**src/rtl/axis_pattern_gen_if.sv**
```systemverilog
// AXI-stream bundle shared by the pattern source and whatever consumes it.
// The master drives payload and tvalid; the slave drives tready.
interface axi_stream_inf #(
  parameter int DSIZE = 16,
  parameter int USIZE = 1
);
  logic             tvalid;
  logic             tready;
  logic [DSIZE-1:0] tdata;
  logic             tlast;
  logic [USIZE-1:0] tuser;

  modport master (output tvalid, tdata, tlast, tuser, input tready);
  modport slave  (input tvalid, tdata, tlast, tuser, output tready);
endinterface

```
**src/rtl/axis_pattern_gen.sv**
```systemverilog
// AXI-stream test-pattern source: framed packets of incrementing, PRBS32, constant
// or walking-one data, with configurable length, gap and packet count.
module axis_pattern_gen #(
  parameter int DSIZE = 16,
  parameter int LSIZE = 16,
  parameter int GSIZE = 8,
  parameter int CSIZE = 16
) (
  input  logic              clock,
  input  logic              rst,
  input  logic              enable,
  input  logic [1:0]        mode,
  input  logic [DSIZE-1:0]  seed,
  input  logic [LSIZE-1:0]  pkt_len,
  input  logic [GSIZE-1:0]  pkt_gap,
  input  logic [CSIZE-1:0]  pkt_num,
  output logic              busy,
  output logic              done,
  output logic [CSIZE-1:0]  pkts_sent,
  axi_stream_inf.master     origin_inf
);

  typedef enum logic [1:0] {IDLE, SEND, GAP} state_t;

  localparam logic [1:0] M_INCR = 2'd0;
  localparam logic [1:0] M_PRBS = 2'd1;
  localparam logic [1:0] M_CONST = 2'd2;
  localparam logic [1:0] M_WALK = 2'd3;

  state_t           state;
  logic [1:0]       mode_q;
  logic [DSIZE-1:0] seed_q;
  logic [LSIZE-1:0] len_q;
  logic [GSIZE-1:0] gap_q;
  logic [CSIZE-1:0] num_q;
  logic [LSIZE-1:0] beat_cnt;
  logic [GSIZE-1:0] gap_cnt;
  logic [31:0]      lfsr;
  logic             tvalid;
  logic [DSIZE-1:0] tdata;
  logic             tlast;
  logic             tuser;

  // Seed is tiled across the 32-bit LFSR; a zero state would lock up, so force it to 1.
  function automatic logic [31:0] seed_to_lfsr(input logic [DSIZE-1:0] s);
    logic [31:0] r;
    for (int i = 0; i < 32; i++) r[i] = s[i % DSIZE];
    if (r == 32'd0) r = 32'd1;
    return r;
  endfunction

  function automatic logic [DSIZE-1:0] lfsr_to_word(input logic [31:0] s);
    logic [DSIZE-1:0] w;
    for (int i = 0; i < DSIZE; i++) w[i] = s[i % 32];
    return w;
  endfunction

  // Right-shifting Galois form of x^32+x^22+x^2+x+1.
  function automatic logic [31:0] lfsr_step(input logic [31:0] s);
    return s[0] ? ((s >> 1) ^ 32'h8020_0003) : (s >> 1);
  endfunction

  function automatic logic [DSIZE-1:0] first_word(input logic [1:0] m,
                                                  input logic [DSIZE-1:0] s,
                                                  input logic [31:0] l);
    case (m)
      M_PRBS:  return lfsr_to_word(l);
      M_WALK:  return {{(DSIZE-1){1'b0}}, 1'b1};
      default: return s;
    endcase
  endfunction

  function automatic logic [DSIZE-1:0] next_word(input logic [1:0] m,
                                                 input logic [DSIZE-1:0] cur,
                                                 input logic [DSIZE-1:0] s,
                                                 input logic [31:0] l_next);
    case (m)
      M_INCR:  return cur + 1'b1;
      M_PRBS:  return lfsr_to_word(l_next);
      M_CONST: return s;
      default: return {cur[DSIZE-2:0], cur[DSIZE-1]};
    endcase
  endfunction

  logic [31:0]      lfsr_init;
  logic [31:0]      lfsr_next;
  logic [LSIZE-1:0] len_eff;
  logic             beat;
  logic             run_complete;

  assign lfsr_init    = seed_to_lfsr(seed);
  assign lfsr_next    = lfsr_step(lfsr);
  assign len_eff      = (pkt_len == '0) ? LSIZE'(1) : pkt_len;
  assign beat         = tvalid & origin_inf.tready;
  assign run_complete = (num_q != '0) && (CSIZE'(pkts_sent + 1'b1) == num_q);

  always_ff @(posedge clock) begin
    if (rst) begin
      state     <= IDLE;
      busy      <= 1'b0;
      done      <= 1'b0;
      pkts_sent <= '0;
      tvalid    <= 1'b0;
      tdata     <= '0;
      tlast     <= 1'b0;
      tuser     <= 1'b0;
      mode_q    <= '0;
      seed_q    <= '0;
      len_q     <= LSIZE'(1);
      gap_q     <= '0;
      num_q     <= '0;
      beat_cnt  <= '0;
      gap_cnt   <= '0;
      lfsr      <= 32'd1;
    end else begin
      done <= 1'b0;
      case (state)
        IDLE: begin
          if (enable) begin
            state     <= SEND;
            busy      <= 1'b1;
            mode_q    <= mode;
            seed_q    <= seed;
            len_q     <= len_eff;
            gap_q     <= pkt_gap;
            num_q     <= pkt_num;
            pkts_sent <= '0;
            beat_cnt  <= '0;
            lfsr      <= lfsr_init;
            tdata     <= first_word(mode, seed, lfsr_init);
            tvalid    <= 1'b1;
            tuser     <= 1'b1;
            tlast     <= (len_eff == LSIZE'(1));
          end
        end
        SEND: begin
          if (beat) begin
            lfsr  <= lfsr_next;
            tdata <= next_word(mode_q, tdata, seed_q, lfsr_next);
            if (tlast) begin
              pkts_sent <= pkts_sent + 1'b1;
              beat_cnt  <= '0;
              if (run_complete || !enable) begin
                state  <= IDLE;
                busy   <= 1'b0;
                done   <= run_complete;
                tvalid <= 1'b0;
                tlast  <= 1'b0;
                tuser  <= 1'b0;
              end else if (gap_q == '0) begin
                tuser <= 1'b1;
                tlast <= (len_q == LSIZE'(1));
              end else begin
                state   <= GAP;
                gap_cnt <= '0;
                tvalid  <= 1'b0;
                tlast   <= 1'b0;
                tuser   <= 1'b0;
              end
            end else begin
              beat_cnt <= beat_cnt + 1'b1;
              tuser    <= 1'b0;
              tlast    <= (LSIZE'(beat_cnt + 1'b1) == LSIZE'(len_q - 1'b1));
            end
          end
        end
        GAP: begin
          if (gap_cnt == GSIZE'(gap_q - 1'b1)) begin
            if (enable) begin
              state  <= SEND;
              tvalid <= 1'b1;
              tuser  <= 1'b1;
              tlast  <= (len_q == LSIZE'(1));
            end else begin
              state <= IDLE;
              busy  <= 1'b0;
            end
          end else begin
            gap_cnt <= gap_cnt + 1'b1;
          end
        end
        default: begin
          state <= IDLE;
          busy  <= 1'b0;
        end
      endcase
    end
  end

  assign origin_inf.tvalid = tvalid;
  assign origin_inf.tdata  = tdata;
  assign origin_inf.tlast  = tlast;
  assign origin_inf.tuser  = tuser;

endmodule

```
**src/flat_wrapper.sv**
```systemverilog
// flat-port wrapper written by rule: the top's interface ports become plain ports
module axis_pattern_gen_flat 
#(
  parameter int DSIZE = 16,
  parameter int LSIZE = 16,
  parameter int GSIZE = 8,
  parameter int CSIZE = 16
)
  (clock, rst, enable, mode, seed, pkt_len, pkt_gap, pkt_num, busy, done, pkts_sent, origin_inf_tvalid, origin_inf_tdata, origin_inf_tlast, origin_inf_tuser, origin_inf_tready);
  axi_stream_inf #(.DSIZE(DSIZE), .USIZE(1)) origin_inf_i ();
  input  logic clock;
  input  logic rst;
  input  logic enable;
  input  logic [1:0] mode;
  input  logic [DSIZE-1:0] seed;
  input  logic [LSIZE-1:0] pkt_len;
  input  logic [GSIZE-1:0] pkt_gap;
  input  logic [CSIZE-1:0] pkt_num;
  output logic busy;
  output logic done;
  output logic [CSIZE-1:0] pkts_sent;
  output wire logic [$bits(origin_inf_i.tvalid)-1:0] origin_inf_tvalid;
  output wire logic [$bits(origin_inf_i.tdata)-1:0] origin_inf_tdata;
  output wire logic [$bits(origin_inf_i.tlast)-1:0] origin_inf_tlast;
  output wire logic [$bits(origin_inf_i.tuser)-1:0] origin_inf_tuser;
  input wire logic [$bits(origin_inf_i.tready)-1:0] origin_inf_tready;
  assign origin_inf_tvalid = origin_inf_i.tvalid;
  assign origin_inf_tdata = origin_inf_i.tdata;
  assign origin_inf_tlast = origin_inf_i.tlast;
  assign origin_inf_tuser = origin_inf_i.tuser;
  assign origin_inf_i.tready = origin_inf_tready;
  axis_pattern_gen #(.DSIZE(DSIZE), .LSIZE(LSIZE), .GSIZE(GSIZE), .CSIZE(CSIZE)) u_core (.clock(clock), .rst(rst), .enable(enable), .mode(mode), .seed(seed), .pkt_len(pkt_len), .pkt_gap(pkt_gap), .pkt_num(pkt_num), .busy(busy), .done(done), .pkts_sent(pkts_sent), .origin_inf(origin_inf_i));
endmodule
```
**config.mk**
```make
export PLATFORM = sky130hd
export DESIGN_NAME = axis_pattern_gen_flat
export DESIGN_NICKNAME = d
export VERILOG_FILES = /design/src/rtl/axis_pattern_gen_if.sv /design/src/rtl/axis_pattern_gen.sv /design/src/flat_wrapper.sv
export SDC_FILE = /design/constraint.sdc
export NUM_CORES = 1
export LEC_CHECK = 0
export ABC_AREA = 0
export CORE_MARGIN = 1
export CORE_UTILIZATION = 52
export CTS_CLUSTER_SIZE = 8
export DETAILED_ROUTE_END_ITERATION = 12
export PLACE_DENSITY = 0.8
export RECOVER_POWER = 50
export SYNTH_ARGS = -nofsm -noshare
export SYNTH_HDL_FRONTEND = slang
export SYNTH_SLANG_ARGS = --single-unit
```
**constraint.sdc**
```tcl
create_clock -name clock -period 2.7 [get_ports clock]
set_clock_uncertainty 0.15 [all_clocks]
set_input_delay 0.27 -clock clock [delete_from_list [all_inputs] [get_ports clock]]
set_output_delay 0.27 -clock clock [all_outputs]
set_load 0.01 [all_outputs]
```
==> results by group <==
Pwr
  – Pwr/cell area: 694 nW/um2
  – Final total power: 0.00780 W
  – Worst vdd ir: 0.629 mV
  – Static leakage power: 4.22 nW

Die
  – # rows: 46
  – Initial standard-cell utilization of the core: 54.0%
  – Die Ht: 131 um
  – Width of the chip: 131 um
  – DIE AREA: 17300 um2
  – Core Footprint: 16100 um2
  – Number of I/O pins: 99

Clock network
  – Maximum level of the CTS H-tree: 4
  – Clock buffer count from CTS: 17
  – CTS Hold Bufs: 0
  – Number of clock sinks: 153
  – TritonCTS clock tree: built
  – Clock-pin slew of the registers on the worst-case setup and hold paths: 60 ps
  – Clk Latency, worst-skew pair: 430 ps
  – CTS Root Cell: clkbuf_16
  – Worst-case clock buffer depth: 2

Timing
  – Final setup violation count: 0
  – Slew Limit Headroom: 27.1%
  – Final setup TNS: 0 ps
  – Number of max-slew violations in the final report: 0
  – Slew at the pin closest to its max-slew limit: 1090 ps
  – Min cycle time layout: 2650 ps
  – Unrepaired setup endpoints after global routing: true
  – Achievable Freq: 377 MHz
  – Final Hold Vio Count: 0
  – Period utilisation layout: 98.3%

Critical path
  – Crit path DAT: 2870 ps
  – Max FO, Critical Path: 4
  – Kind of start point of the critical path: flop
  – Category of the worst setup path capture point: flop
  – Required arrival time at the worst endpoint: 2920 ps
  – Startpoint-to-endpoint class of the critical path: reg2reg

Place
  – Placer Congestion: 0.895
  – Number of buffers inserted by port buffering: 98
  – Final HPWL from detailed placement: 17.5 mm
  – Cell area after placement: 10400 um2

Global routing
  – Overall track demand over capacity in global routing: 29.6%
  – Global-route wire length before repair: 42.0 mm
  – Total congestion overflow after global routing: 0
  – Via count of the first global-routing pass: 8339
  – Maximum number of pins on one net before global-route repair: 98
  – Antenna violations before repair: 0

Detailed routing
  – Iteration count of the initial detailed-routing pass: 5
  – Drt first-iter violations: 981
  – Residual antenna-violating net count after detailed routing: 0
  – Wire length per cell after detailed routing: 17.4 um
  – Final wirelength: 25.6 mm
  – Average vias per placed instance: 6.07
  – Post-detailed-route DRC marker count: 0
  – Via count: 8898

Run status
  – Outcome: finished clean

Worst hold path
  – Type of the most critical hold path: in2reg

Yosys
  – Count of warnings emitted by yosys: 0
  – Top area cells in the synthesized netlist: dfxtp_1, nand2_1, xnor2_1
  – Yosys top cell area share: 35.2%
  – Most used standard cell by instance count after synthesis: nand2_1
  – Synthesized area: 8710 um2
  – Synth Register Bits: 153
  – Post-synth top flop: dfxtp_1
  – Post-synth EDFFs: 0
  – Post-synth net total: 1174
  – Sequential element share of the synthesized area: 35.2%
  – Leading post-synthesis cells by instance count: nand2_1, dfxtp_1, nor2_1
  – Post-synthesis area per instance: 7.91 um2
  – Synth cell types: 70
  – Share of synthesized flip-flops with an asynchronous set or reset: 0%
  – Post-Synthesis Cells: 1101
  – Dominant cell type by area after synthesis: dfxtp_1

Flow run
  – Number of maximum-capacitance violations: 0

Layout
  – Filler Cell Count: 1285
  – NumNets Final: 1310
  – Area added between synthesis and finish: 29.2%
  – Ratio of cells with drive above 1 in the final layout: 16.7%
  – Post-route cell area: 11200 um2
  – Diode count: 0
## per-stage QoR
step                hold WS [ps]  cells  util, %  setup WS, ps
floorplan                    256   1101        -          3.88
CTS                          230   1463     68.8         -13.6
detailed placement           295   1431     64.7         -27.3
global placement             289   1431     64.7          1.86
finish                       231   1466     69.8          47.2
global route                 237   1466     69.8         -56.3
## state kept, by name, summed over array words and instances, names as in the netlist, 2 cells and up
| signal | flops |
|---|---|
| u_core.gap_cnt | 8 |
| u_core.lfsr | 32 |
| u_core.beat_cnt | 16 |
| u_core.mode_q | 2 |
| u_core.seed_q | 16 |
| u_core.gap_q | 8 |
| u_core.len_q | 16 |
| u_core.origin_inf.tdata | 16 |
| u_core.pkts_sent | 16 |
| u_core.num_q | 16 |
| u_core.state | 2 |
## critical path: stages, from the launching register on
cell	delay (ps)
dfxtp_2	340
or4_4	510
or3_4	370
o2111a_1	140
a21oi_1	110
o21ai_1	80
or4_1	500
o221a_1	260
o21ai_1	120
## report_power, final
| group | internal [W] | switching [W] |
|---|---|---|
| Combinational | 0.00105 | 0.00138 |
| Clock | 0.00151 | 0.000988 |
| Sequential | 0.00255 | 0.000316 |
## path summary, 6_finish.rpt
| check | from | slack, ps | end | cells past startpoint |
|---|---|---|---|---|
| setup / recovery | u_core.len_q[1] | 50 | u_core.origin_inf.tlast | 8 |
| hold / removal | pkt_gap[0] | 230 | u_core.gap_q[0] | 3 |
| setup reg to reg | u_core.len_q[1] | 50 | u_core.origin_inf.tlast | 8 |
| hold reg to reg | u_core.seed_q[15] | 300 | u_core.seed_q[15] | 2 |
## cells in the final DEF (no fill, tap or decap), drive strengths merged, types with 28 or more instances in the layout
cell,netlist,routed
nand2,160,160
dfxtp,153,153
nor2,111,111
a21oi,97,97
buf,17,94
clkdlybuf4s50,0,65
xnor2,59,59
nor3,58,58
o21ai,41,41
nand3,36,36
dlygate4sd3,0,32
a211oi,32,32
nor4,28,28
## cells by family after synthesis
family | share of synthesized area, %
adder cells (fa/ha/maj) | 1.58
flip-flops | 35.2
AO/OA/AOI/OAI | 18.8
buffers and inverters | 4.31
multiplexers | 4.41
XOR/XNOR | 8.91
AND/OR/NAND/NOR | 26.9
## what timing repair did
action	in CTS	in global routing
gates resized for setup	14	40
setup buffers	0	3
gates cloned	0	0
pin swaps	1	18
setup endpoints to repair	8	13
## metal layers
| metal | part of all wire [%] | up-vias | GRT usage [%] | wire, um |
|---|---|---|---|---|
| met5 | 0 | - | 0 | 0 |
| met4 | 1.6 | 0 | 9.69 | 419 |
| met3 | 7.0 | 46 | 4.40 | 1780 |
| met2 | 47 | 395 | 47.8 | 12000 |
| met1 | 45 | 4243 | 40.3 | 11400 |
| li1 | - | 4214 | - | - |
## cell type report
cell class                      count  area [um2]  share of cell area (%)
Sequential cell                   153        3100                    27.5
Inverter                           21        78.8                   0.701
Clock inverter                     12         163                    1.45
Clock buffer                       20         457                    4.06
Tap cell                          216         270                    2.40
Multi-Input combinational cell    851        5480                    48.7
Timing Repair Buffer              193        1710                    15.2
Power figures use the tool's default switching activity.
==> RTL edit 1: new RTL, same flow settings <==
Register the input `mode` before use, cleared by the reset. The logic sees it one clock later. The other inputs are not delayed to match.
--- a/src/rtl/axis_pattern_gen.sv
+++ b/src/rtl/axis_pattern_gen.sv
@@ -26,6 +26,16 @@
   localparam logic [1:0] M_PRBS = 2'd1;
   localparam logic [1:0] M_CONST = 2'd2;
   localparam logic [1:0] M_WALK = 2'd3;
+
+  logic [1:0] mode_r;
+
+  always_ff @(posedge clock) begin
+    if (rst) begin
+      mode_r <= '0;
+    end else begin
+      mode_r <= mode;
+    end
+  end
 
   state_t           state;
   logic [1:0]       mode_q;
@@ -119,7 +129,7 @@
           if (enable) begin
             state     <= SEND;
             busy      <= 1'b1;
-            mode_q    <= mode;
+            mode_q    <= mode_r;
             seed_q    <= seed;
             len_q     <= len_eff;
             gap_q     <= pkt_gap;
@@ -127,7 +137,7 @@
             pkts_sent <= '0;
             beat_cnt  <= '0;
             lfsr      <= lfsr_init;
-            tdata     <= first_word(mode, seed, lfsr_init);
+            tdata     <= first_word(mode_r, seed, lfsr_init);
             tvalid    <= 1'b1;
             tuser     <= 1'b1;
             tlast     <= (len_eff == LSIZE'(1));
Function: changed (Yosys sat finds a counterexample within 4 cycles, from zero or initial values and one cycle with rst high).
==> RTL edit 1 against the original RTL <==
  * The run now ends with negative setup slack left
  * Synthesized area increased by 1.1%
  * Wire length increased by 2.8%
  * Power increased by 28%
  * Non-clock buffer count increased by 30
  * Cell area increased by 3.7%
  * Clock power decreased by 12%
  * Sequential cell count increased by 2
  * Worst setup slack got worse by 290 ps
  * Die area increased by 1.0%
  * Count of clock-buffer cells in the layout increased by 1
==> RTL edit 1: results (changes against the original RTL) <==
{| class="wikitable"
! Metric !! Value
|-
| Result of the run || finished with violations (was finished, final reports clean)
|-
| Violated checks || negative setup slack
|-
| Leakage Power || 4.23 nW (was 4.22 nW)
|-
| Pre-antenna DRT Iters || 6 (was 5)
|-
| Final weighted congestion in routability-driven placement || 0.898 (was 0.895)
|-
| Final setup margin || -245 ps (was 47.2 ps)
|-
| Final Hold Slack || 232 ps (was 231 ps)
|-
| First-iteration detailed-routing DRC count || 943 (was 981)
|-
| Amount of wire on met2 after detailed routing || 12300 µm (was 12000 µm)
|-
| Power drawn by the sequential cells || 3.30 mW (was 2.87 mW)
|-
| Largest stage delay on the critical path || 560 ps (was 510 ps)
|-
| Worst-path maximum fanout || 5 (was 4)
|-
| Fraction of area in clock buffers and inverters || 4.62% (was 5.51%)
|-
| Share of the synthesized area in compound gates (AO/OA/AOI/OAI) || 19.1% (was 18.7%)
|-
| Total Routing Usage GR || 29.5% (was 29.6%)
|-
| Proportion of synthesized chip area in sequential cells || 35.3% (was 35.2%)
|-
| Clock network fraction of total power || 22.1% (was 32.1%)
|-
| Met1 capacity usage during global routing || 39.3% (was 40.3%)
|-
| Top cells by count, synth || sky130_fd_sc_hd__dfxtp_1 (155), sky130_fd_sc_hd__nand2_1 (138), sky130_fd_sc_hd__nor2_1 (113) (was sky130_fd_sc_hd__nand2_1 (160), sky130_fd_sc_hd__dfxtp_1 (153), sky130_fd_sc_hd__nor2_1 (111))
|-
| Detail Route met3 WL || 1850 µm (was 1780 µm)
|-
| Synthesized area divided by synthesized cell count || 7.87 µm² (was 7.91 µm²)
|-
| Final Net Count || 1357 (was 1310)
|-
| Setup violations, final || 11 (was 0)
|-
| Largest net degree at the start of global routing || 65 (was 98)
|-
| Fraction of the mapped netlist area in adder cells || 1.56% (was 1.58%)
|-
| VDD IR max || 0.000712 V (was 0.000629 V)
|-
| Yosys cell types || 66 (was 70)
|-
| Net count after synthesis || 1191 (was 1174)
|-
| RR Endpoint || u_core.state[0] (was u_core.origin_inf.tlast)
|-
| Share of synthesized area spent on multiplexers || 3.58% (was 4.41%)
|-
| CLK BUF || 21 (was 20)
|-
| DR WL/cell || 17.3 µm (was 17.4 µm)
|-
| Post-placement worst setup slack || -296 ps (was -27.3 ps)
|-
| WP data arrival || 3150 ps (was 2870 ps)
|}
[RTL edit 1: cell types whose count changed after synthesis, moves of 6 or more]
cell                       change
sky130_fd_sc_hd__nand3_1       -7
sky130_fd_sc_hd__or3_1         +6
sky130_fd_sc_hd__xor2_1        -6
sky130_fd_sc_hd__nand2_1      -22
sky130_fd_sc_hd__a22oi_1       +8
sky130_fd_sc_hd__a211oi_1      +8
sky130_fd_sc_hd__nor3b_1       +9
sky130_fd_sc_hd__a21oi_1      +12
[RTL edit 1: worst max path at each step]
stage | startpoint | to | slack, ps | cells after the start
3_5_place_dp | u_core.gap_q[2] | u_core.state[0] | -300 | 8
6_report | u_core.gap_q[4] | u_core.state[0] | -240 | 8
2_1_floorplan | u_core.gap_q[2] | u_core.state[0] | -230 | 9
3_3_place_gp | u_core.gap_q[2] | u_core.state[0] | -220 | 8
5_1_grt | u_core.gap_q[0] | u_core.state[0] | -330 | 10
4_1_cts | u_core.gap_q[4] | u_core.state[0] | -200 | 8
==> RTL edit 2: new RTL, same settings <==
Made on the original files. `LSIZE` is set to 16 in 2 places; all go to 32.
--- a/src/rtl/axis_pattern_gen.sv
+++ b/src/rtl/axis_pattern_gen.sv
@@ -2,7 +2,7 @@
 // or walking-one data, with configurable length, gap and packet count.
 module axis_pattern_gen #(
   parameter int DSIZE = 16,
-  parameter int LSIZE = 16,
+  parameter int LSIZE = 32,
   parameter int GSIZE = 8,
   parameter int CSIZE = 16
 ) (
--- a/src/flat_wrapper.sv
+++ b/src/flat_wrapper.sv
@@ -2,7 +2,7 @@
 module axis_pattern_gen_flat 
 #(
   parameter int DSIZE = 16,
-  parameter int LSIZE = 16,
+  parameter int LSIZE = 32,
   parameter int GSIZE = 8,
   parameter int CSIZE = 16
 )
Ports: changed (resized pkt_len); port bits go from 99 to 115. The function was not compared with the original's and may differ.
==> RTL edit 2 against the original RTL <==
  * The flow now finishes with violations (negative setup slack)
  * Worst setup slack worse by 220 ps
  * Wire length grew 48%
  * Final cell count increased by 35%
  * Synthesized area up 28%
  * Critical path depth rose by 2
  * Critical endpoint is now u_core.gap_cnt[4]
  * Global-route usage up 3.2 points
  * Power rose by 8.7%
  * Sequential cell count up 32
  * Cell area grew 36%
==> RTL edit 2: results (changes against the original RTL) <==
{| class="wikitable"
! Metric !! Value
|-
| Post-Place Cell Area || 13900 µm² (was 10400 µm²)
|-
| Antenna violations before repair || 1 (was 0)
|-
| Final setup margin || -175 ps (was 47.2 ps)
|-
| Top post-synthesis cells by area || sky130_fd_sc_hd__dfxtp_1 (33%), sky130_fd_sc_hd__xnor2_1 (6.3%), sky130_fd_sc_hd__nand2_1 (5.6%) (was sky130_fd_sc_hd__dfxtp_1 (35%), sky130_fd_sc_hd__nand2_1 (6.9%), sky130_fd_sc_hd__xnor2_1 (5.9%))
|-
| WP data arrival || 3080 ps (was 2870 ps)
|-
| Leakage Power || 5.74 nW (was 4.22 nW)
|-
| Utilization of the core after routing || 72.6% (was 69.8%)
|-
| Worst-Skew Late Latency || 450 ps (was 430 ps)
|-
| Post-CTS clock slew at the launch and capture registers of the worst setup and hold paths || 80 ps (was 60 ps)
|-
| Global-route wire length before repair || 58200 µm (was 42000 µm)
|-
| Proportion of synthesized chip area in sequential cells || 33.2% (was 35.2%)
|-
| Fraction of met2 tracks used by global routing || 55.6% (was 47.8%)
|-
| Setup tns final || -1430 ps (was 0 ps)
|-
| Setup violations, final || 14 (was 0)
|-
| Result of the run || finished with violations (was finished, final reports clean)
|-
| Amount of wire on met2 after detailed routing || 18600 µm (was 12000 µm)
|-
| First-iteration detailed-routing DRC count || 1001 (was 981)
|-
| Yosys cell types || 82 (was 70)
|-
| Violated checks || negative setup slack
|-
| Largest net degree at the start of global routing || 67 (was 98)
|-
| Final Net Count || 1778 (was 1310)
|-
| Final weighted congestion in routability-driven placement || 0.960 (was 0.895)
|-
| VDD IR max || 0.000398 V (was 0.000629 V)
|-
| Actual transition at the worst max-transition pin || 1130 ps (was 1090 ps)
|-
| Total Routing Usage GR || 32.8% (was 29.6%)
|-
| Fraction of final layout cells with drive strength greater than 1 || 23.3% (was 16.7%)
|-
| Net count after synthesis || 1524 (was 1174)
|-
| Wire length on met1 || 15000 µm (was 11400 µm)
|-
| Post-placement worst setup slack || -230 ps (was -27.3 ps)
|-
| Pre-antenna DRT Iters || 8 (was 5)
|-
| Wire length reported by the detailed router || 37800 µm (was 25600 µm)
|}
RTL edit 2: changes by cell type after synthesis, sizes merged, moves of 10 or more:
cell,unedited run,this run
nor2,111,153
dfxtp,153,185
a22oi,11,39
clkbuf,59,86
nor4,28,54
nor3,58,80
xnor2,59,80
o21ai,41,57
a21oi,97,112
or3,8,19
nand3,36,46
nand4,14,24
RTL edit 2: path summary, 6_finish.rpt:
path / start / to / slack, ps / cells past startpoint
worst max-delay path: u_core.pkts_sent[0] / u_core.gap_cnt[4] / -170 / 10
worst min-delay path: rst / u_core.gap_q[3] / 70 / 2
worst max register to register: u_core.pkts_sent[0] / u_core.gap_cnt[4] / -170 / 10
worst min register to register: u_core.seed_q[0] / u_core.seed_q[0] / 310 / 2
RTL edit 2: metrics by stage:
step	total power, mW	instances
finish	8.48	1978
CTS	8.35	1963
floorplan	4.79	1435
detailed placement	5.77	1921
global placement	5.70	1921
global route	8.85	1978
RTL edit 2: repair_timing:
action	CTS	global route
buffers inserted	11	15
gates resized for setup	57	76
pin swaps	24	43
cloned	0	1
endpoints found under the setup margin	14	18
RTL edit 2: power groups by stage:
| stage | logic, mW | registers, mW | clock network (mW) |
|---|---|---|---|
| 3_3_place_gp | 2.43 | 3.27 | 0 |
| 4_1_cts | 2.57 | 3.22 | 2.56 |
| 2_1_floorplan | 1.52 | 3.27 | 0 |
| 3_5_place_dp | 2.49 | 3.28 | 0 |
| 6_report | 2.69 | 3.24 | 2.55 |
| 5_1_grt | 2.91 | 3.27 | 2.67 |
RTL edit 2: area by class of cell:
class	count	share of cell area (%)
multi-input combinational	1127	49.6
sequential	185	24.6
timing repair buffer	338	19.2
clock buffer	19	2.90
tap	275	2.26
clock inverter	13	0.959
inverter	20	0.492
antenna	1	0.0164
RTL edit 2: kinds of logic after synthesis:
group	count (synthesis)	synth area share, %
adders and majority gates	11	1.24
xor gates and xnor gates	109	8.82
DFF	185	33.2
AOI/OAI and AO/OA	330	19.2
buffers and inverters	123	4.23
and+or+nand+nor	655	30.0
muxes	22	3.27
RTL edit 2: worst max-delay path, stage by stage, from the launching register on:
cell                       delay, ps
sky130_fd_sc_hd__dfxtp_4         370
sky130_fd_sc_hd__nand4_1         130
sky130_fd_sc_hd__buf_4           180
sky130_fd_sc_hd__nor4_2          330
sky130_fd_sc_hd__buf_4           180
sky130_fd_sc_hd__xnor2_1         220
sky130_fd_sc_hd__nor2_2          120
sky130_fd_sc_hd__a41oi_4         400
sky130_fd_sc_hd__a21boi_2        140
sky130_fd_sc_hd__nand3b_1        300
sky130_fd_sc_hd__o41ai_1         260
